[src/rtl/sqrt_iterative_param.sv]
// Multi-cycle unsigned integer square root, restoring digit recurrence.
// Retires BITS_PER_CYCLE root bits per clock; floor or round-to-nearest result plus floor remainder.

module sqrt_step #(
   parameter int H = 16
) (
   input  logic [H+1:0] rem,
   input  logic [H-1:0] root,
   input  logic [1:0]   pair,
   output logic [H+1:0] rem_n,
   output logic [H-1:0] root_n
);
   logic [H+1:0] rem_sh;
   logic [H+1:0] sub;
   logic         ge;

   // rem stays below 2*root+1, so the shifted value always fits in H+2 bits
   assign rem_sh = (rem << 2) | {{H{1'b0}}, pair};
   assign sub    = {root, 2'b01};
   assign ge     = (rem_sh >= sub);
   assign rem_n  = ge ? (rem_sh - sub) : rem_sh;
   assign root_n = (root << 1) | {{(H-1){1'b0}}, ge};
endmodule

module sqrt_iterative_param #(
   parameter int WIDTH          = 32,
   parameter int BITS_PER_CYCLE = 1
) (
   input  logic               clk,
   input  logic               clr,
   input  logic               start,
   input  logic [WIDTH-1:0]   d,
   input  logic               round_mode,
   output logic [WIDTH/2-1:0] q,
   output logic [WIDTH/2:0]   r,
   output logic               sat,
   output logic               busy,
   output logic               ready
);
   localparam int H    = WIDTH / 2;
   localparam int BPC  = BITS_PER_CYCLE;
   localparam int ITER = WIDTH / (2 * BPC);
   localparam int CW   = $clog2(ITER + 1);
   localparam logic [CW-1:0] LAST = CW'(ITER - 1);

   typedef enum logic {IDLE, RUN} state_t;

   state_t           state;
   logic [WIDTH-1:0] rad;
   logic [H+1:0]     rem_q;
   logic [H-1:0]     root_q;
   logic             mode;
   logic [CW-1:0]    cnt;

   logic [BPC:0][H+1:0] rem_c;
   logic [BPC:0][H-1:0] root_c;
   logic [H-1:0]        root_f;
   logic [H+1:0]        rem_f;
   logic                up;

   assign rem_c[0]  = rem_q;
   assign root_c[0] = root_q;

   // One recurrence step per retired bit, chained combinationally within the cycle
   for (genvar g = 0; g < BPC; g++) begin : g_step
      sqrt_step #(.H(H)) u_step (
         .rem    (rem_c[g]),
         .root   (root_c[g]),
         .pair   (rad[WIDTH-1-2*g -: 2]),
         .rem_n  (rem_c[g+1]),
         .root_n (root_c[g+1])
      );
   end

   assign root_f = root_c[BPC];
   assign rem_f  = rem_c[BPC];
   // d - root^2 > root means d lies past the midpoint root + 1/2
   assign up     = (rem_f > {2'b00, root_f});

   always_ff @(posedge clk or posedge clr) begin
      if (clr) begin
         state  <= IDLE;
         rad    <= '0;
         rem_q  <= '0;
         root_q <= '0;
         mode   <= 1'b0;
         cnt    <= '0;
         q      <= '0;
         r      <= '0;
         sat    <= 1'b0;
         busy   <= 1'b0;
         ready  <= 1'b0;
      end else begin
         ready <= 1'b0;
         case (state)
            IDLE: begin
               if (start) begin
                  rad    <= d;
                  mode   <= round_mode;
                  rem_q  <= '0;
                  root_q <= '0;
                  cnt    <= '0;
                  busy   <= 1'b1;
                  state  <= RUN;
               end
            end
            RUN: begin
               rad    <= rad << (2 * BPC);
               rem_q  <= rem_f;
               root_q <= root_f;
               cnt    <= cnt + 1'b1;
               if (cnt == LAST) begin
                  state <= IDLE;
                  busy  <= 1'b0;
                  ready <= 1'b1;
                  cnt   <= '0;
                  r     <= (H+1)'(rem_f);
                  if (mode && up && (&root_f)) begin
                     q   <= '1;
                     sat <= 1'b1;
                  end else if (mode && up) begin
                     q   <= root_f + 1'b1;
                     sat <= 1'b0;
                  end else begin
                     q   <= root_f;
                     sat <= 1'b0;
                  end
               end
            end
            default: state <= IDLE;
         endcase
      end
   end
endmodule

[config.mk]
export PLATFORM = sky130hd
export DESIGN_NAME = sqrt_iterative_param
export DESIGN_NICKNAME = d
export VERILOG_FILES = /design/src/rtl/sqrt_iterative_param.sv
export SDC_FILE = /design/constraint.sdc
export NUM_CORES = 1
export LEC_CHECK = 0
export ABC_AREA = 1
export BUFFER_PORTS_ARGS = -buffer_cell sky130_fd_sc_hd__buf_4
export CORE_ASPECT_RATIO = 1.75
export CORE_UTILIZATION = 65
export CTS_BUF_LIST = sky130_fd_sc_hd__clkbuf_4 sky130_fd_sc_hd__clkbuf_8
export DETAILED_ROUTE_END_ITERATION = 10
export PLACE_DENSITY = 0.87
export SLEW_MARGIN = 25
export SYNTH_ARGS = -nofsm -noshare
export SYNTH_HDL_FRONTEND = slang
export SYNTH_SLANG_ARGS = --single-unit
[constraint.sdc]
create_clock -name clk -period 7 [get_ports clk]
set_clock_uncertainty 0.2 [all_clocks]
set_input_delay 0.7 -clock clk [delete_from_list [all_inputs] [get_ports clk]]
set_output_delay 0.7 -clock clk [all_outputs]
set_load 0.05 [all_outputs]
# Word level (Yosys, flattened, before mapping)
# Cells that the tools add are included.
[classes]
muxes = 21
add_sub_neg = 3
n_eq_ne = 3
bitwise = 3
reduce_logical = 6
order_cmp = 2
[op_table]
columns = ["operator", "n"]
rows = [
  ["16-bit two-way mux", 4],
  ["16-bit one-hot mux with 2 select lines", 2],
  ["32-bit one-hot mux with 2 select lines", 1],
  ["32-bit two-way mux", 1],
  ["18-bit >= comparator", 1],
  ["18-bit by 16-bit greater-than comparator with 1-bit output", 1],
  ["18-bit two-way mux", 1],
  ["18-bit by 2-bit OR with 18-bit output", 1],
  ["18-bit subtractor", 1],
  ["16-bit by 1-bit adder with 16-bit output (second input constant)", 1],
  ["16-bit by 1-bit OR with 16-bit output", 1],
  ["16-bit AND reduction", 1],
  ["5-bit two-way mux", 2],
  ["5-bit one-hot mux with 2 select lines", 1],
  ["1-bit two-way mux", 7],
  ["2-bit AND reduction", 3],
  ["5-bit by 1-bit adder with 5-bit output (second input constant)", 1],
  ["5-bit by 4-bit equality test with 1-bit output (second input constant)", 1],
  ["1-bit one-hot mux with 2 select lines", 2],
  ["1-bit logical AND", 2],
  ["2-bit by 1-bit != test with 1-bit output (second input constant)", 1],
  ["2-bit != test (second input constant)", 1],
  ["1-bit inverter", 1],
]
[totals]
input_bits = 36
wordCells = 49
out_inout_bits = 36
reg_bits = 107

# Longest topological paths before layout
[depth]
word_depth = 7
ltp_mapped = 32
ltp_nobuf = 29

# Cells and area by module
# Synthesis repeated with hierarchy kept, for this count alone.
[hier_totals]
cells_unflattened = 958
hier_area_um2 = 6765.2
[modules_own_cells]
columns = ["module", "cells_each", "area_per_inst_um2", "seq_area_each_um2", "instances"]
rows = [
  ["sqrt_iterative_param", 667, 5315.1, 2727.6, 1],
  ["sqrt_step", 291, 1450.1, 0.0, 1],
]

# Least setup slack after synthesis
# No wires, ideal clock.
[synth_path]
path_type = "flip-flop to flip-flop"
from = "register root_q[4]"
to = "register q[6]"
path_slack_ns = 3.175
setup_time_ns = 0.118
stages_incl_launch_ff = 27
synth_period_minus_slack_ns = 3.825
required_time_ns = 6.682
arrival_time_ns = 3.507
path_cell_list = "dfrtp_1 > clkinv_1 > ha_1 > nand2_1 > nor2_1 > nand3_1 > nand3_2 > nand3_2 > nand2_2 > buf_6 > inv_1 > buf_4 > nand2_1 > o21ai_0 > ha_1 > nand2_1 > nor2_1 > nand3_1 > nor4_1 > nand3_2 > nand2_2 > nand2_4 > nand3_4 > buf_6 > nand3_2 > nand2_1 > nand2_1"
[synth_via]
elab_chain_len = 6
elab_cells_between_ends = 11
[synth_lines]
columns = ["element", "line", "text"]
rows = [
  ["start: declaration", "51", "logic [H-1:0] root_q;"],
  ["start signal: assignment", "110", "root_q <= root_f;"],
  ["18-bit subtractor / 18-bit >= comparator (equally long branches)", "21, 20", ""],
  ["18-bit two-way mux (*)", "21", "assign rem_n = ge ? (rem_sh - sub) : rem_sh;"],
  ["named net g_step[0].u_step.rem_n[7]", "10", "output logic [H+1:0] rem_n,"],
  ["18-bit by 16-bit greater-than comparator with 1-bit output (*)", "78", "assign up = (rem_f > {2'b00, root_f});"],
  ["1-bit logical AND (*)", "118, 121", ""],
  ["16-bit two-way mux / 1-bit logical AND (equally long branches)", "121, 118", ""],
  ["16-bit two-way mux (*)", "118", "if (mode && up && (&root_f)) begin"],
  ["end signal: assignment", "122", "q <= root_f + 1'b1;"],
  ["end signal: assignment", "125", "q <= root_f;"],
  ["end: declaration", "34", "output logic [WIDTH/2-1:0] q,"],
]
# Mark *: on every way through the listed nets, which the timed path passes. The rest lies on a longest branch.
# A chain may end at the register's enable or synchronous reset.

# Worst setup path after layout
[layout_path]
from = "register root_q[4]"
to = "register q[8]"
# Same word-level chain as after synthesis.

==> metrics.txt <==
status=complete, no violations; unrepaired setup endpoints after global routing=no; Final Slew Violations=0; post-synthesis sequential area ratio=a little over two fifths; worst min path class=primary input to asynchronous set/reset pin; met2 routed WL=9.16 mm; clock root buffer=clkbuf_8; Synth cell types=39; largest net degree at the start of global routing=57; Synth Warn #=0; Syn-to-layout area delta=12.1%; core box area=9470 sq um; Routed Wire Length=about 17 mm; H-Tree Depth=3; routed wl met3=844 microns; nets@finish=965; Final TNS setup=0 ps; Highest Signal Layer=met4; Top FF cell, synth=dfrtp_1; critical path type=flop to flop; Max-Cap Viols=0; IO Port Bufs=71; Final min period=5580 ps; drt first pass iters=7; Hold Vio Cnt, Final=0; share of layout cells above drive strength 1=14.6%; CP required=7130 ps; period utilization=79.7%; Yosys top cell area share=42.0%; Synth area leaders=dfrtp_1 (42%), nand2_1 (18%), ha_1 (7.1%); Initial Util=between 60% and 70%; startpoint types=flop; RD Place Congestion=between 1 and 1.5; drt drc=0; fmax=179 MHz; post-cts resize count=0; clock latency on the worst-skew pair=about 390 ps; first-pass GRT wire length=between 20 and 30 mm; diode count=0; vias per cell=5.81; Crit path arrival time=5700 ps; Synthesized Nets=909; initial antenna violation count=0; Critical Path Sink Type=flop; top post-synthesis cells by count=nand2_1 (305), dfrtp_1 (107), inv_1 (74); HPWL after DPL=13.0 mm; critical-path maximum fanout=31; Setup Fix Bufs, Post-CTS=0; drt first-iter violations=around 440; Post-Synthesis Cells=837; Seq cells post-synth=about 110; # setup viols final=0; synthesized area per cell=between 7 and 8 sq um; M1 WL=6.36 mm; CTS buffer count=9; die width=76.9 microns; Reg clk slew, reported paths=110 ps; leading area contributor after synthesis=dfrtp_1; Site Rows=47; CTS sink count=107; actual slew at the worst max-slew pin=roughly 900 ps; CTS Buffer Depth=2; GRT Total Usage=36.6%; Synth async-reset ratio=100%; Slew Limit Headroom=39.4%; final antenna-violating net count=0; drt wl/cell=between 15 and 20 microns; GR Overflow Total=0; CTS tree=yes; dominant cell by count in the synthesized netlist=nand2_1; vias in the first global route=between 6000 and 7000; Mapped Area=roughly 6400 sq um; I/O Pins=72; vias post-DR=roughly 5900; die height=133 microns; die area=between 10000 and 15000 sq um; number of synthesized flops with an enable pin=0; Post-CTS Hold Buffers=0
## logic make-up (layout without fill, tap and decap cells)
logic type               Yosys count  in the layout  synth area share, %
AO/OA/AOI/OAI                    104            104                 9.24
XOR/XNOR                          22             22                 3.02
adder cells (fa/ha/maj)           36             36                 7.06
buffers and inverters            108            169                 6.90
flip-flops                       107            107                 42.0
AND/OR/NAND/NOR                  460            460                 31.8
## per-layer routing
layer	vias to the layer above	track usage, %
met5	-	0
met2	249	65.0
met4	0	22.9
met1	2776	39.2
met3	78	6.97
li1	2826	-
## layout make-up
| class | instances | area, sq um |
|---|---|---|
| multi-input cells | 622 | 3260 |
| well taps | 122 | 153 |
| repair buffers | 76 | 571 |
| clock buffers | 9 | 124 |
| fillers | 721 | 2320 |
| clock inverters | 7 | 71.3 |
| flip-flops and latches | 107 | 2680 |
| inverters | 77 | 292 |
## placed cells by master, fill, tap and decap left out, types with 18 or more instances in the layout
| cell | instances |
|---|---|
| nand2_1 | 305 |
| dfrtp_1 | 107 |
| buf_4 | 76 |
| inv_1 | 73 |
| nand3_1 | 69 |
| o21ai_0 | 42 |
| ha_1 | 36 |
| nor2_1 | 26 |
| a21oi_1 | 21 |
| xor2_1 | 20 |
| o22ai_1 | 18 |
## worst max-delay path, stage by stage (launching register included)
cell and delay (ps):
dfrtp_1 440, clkinv_1 330, ha_1 500, nand2_1 130, nor2_1 150, nand3_1 110
nand3_2 120, nand3_2 120, nand2_2 520, inv_1 400, a21oi_1 200, o21ai_0 90
o21ai_0 200, inv_1 90, ha_1 310, nand4_1 220, nor4_1 430, nand3_2 130
nand2_2 100, nand2_4 150, nand2_4 240, nand2_1 90, nand3_1 70, nand2_1 70
nand2_1 90
## metrics by stage
step	instances	setup WS, ps	hold WS [ps]	area [sq um]	utilization [%]
after detailed placement	1004	1570	267	6960	73.5
after floorplan	837	3170	262	6380	-
after CTS	1020	1510	203	7150	75.5
final	1020	1420	184	7150	75.5
after global placement	1004	1630	264	6960	73.5
after global routing	1020	973	217	7150	75.5
## registers in the layout, summed over array words and instances (netlist names), 5 cells and up
name / count
r: 17
q: 16
cnt: 5
rad: 32
root_q: 16
rem_q: 16
## worst paths after layout
check / from / endpoint / slack, ps / cells past startpoint
min in group clk: q[7] / q[7] / 290 / 2
max: root_q[4] / q[8] / 1420 / 24
max in group asynchronous: clr / rem_q[12] / 5290 / 3
min: clr / r[5] / 180 / 2
max reg2reg: root_q[4] / q[8] / 1420 / 24
min reg2reg: q[7] / q[7] / 290 / 2
Power is left out: the tool's default activity adds up to more than one toggle a clock period on the data nets, which glitch-free logic cannot reach.
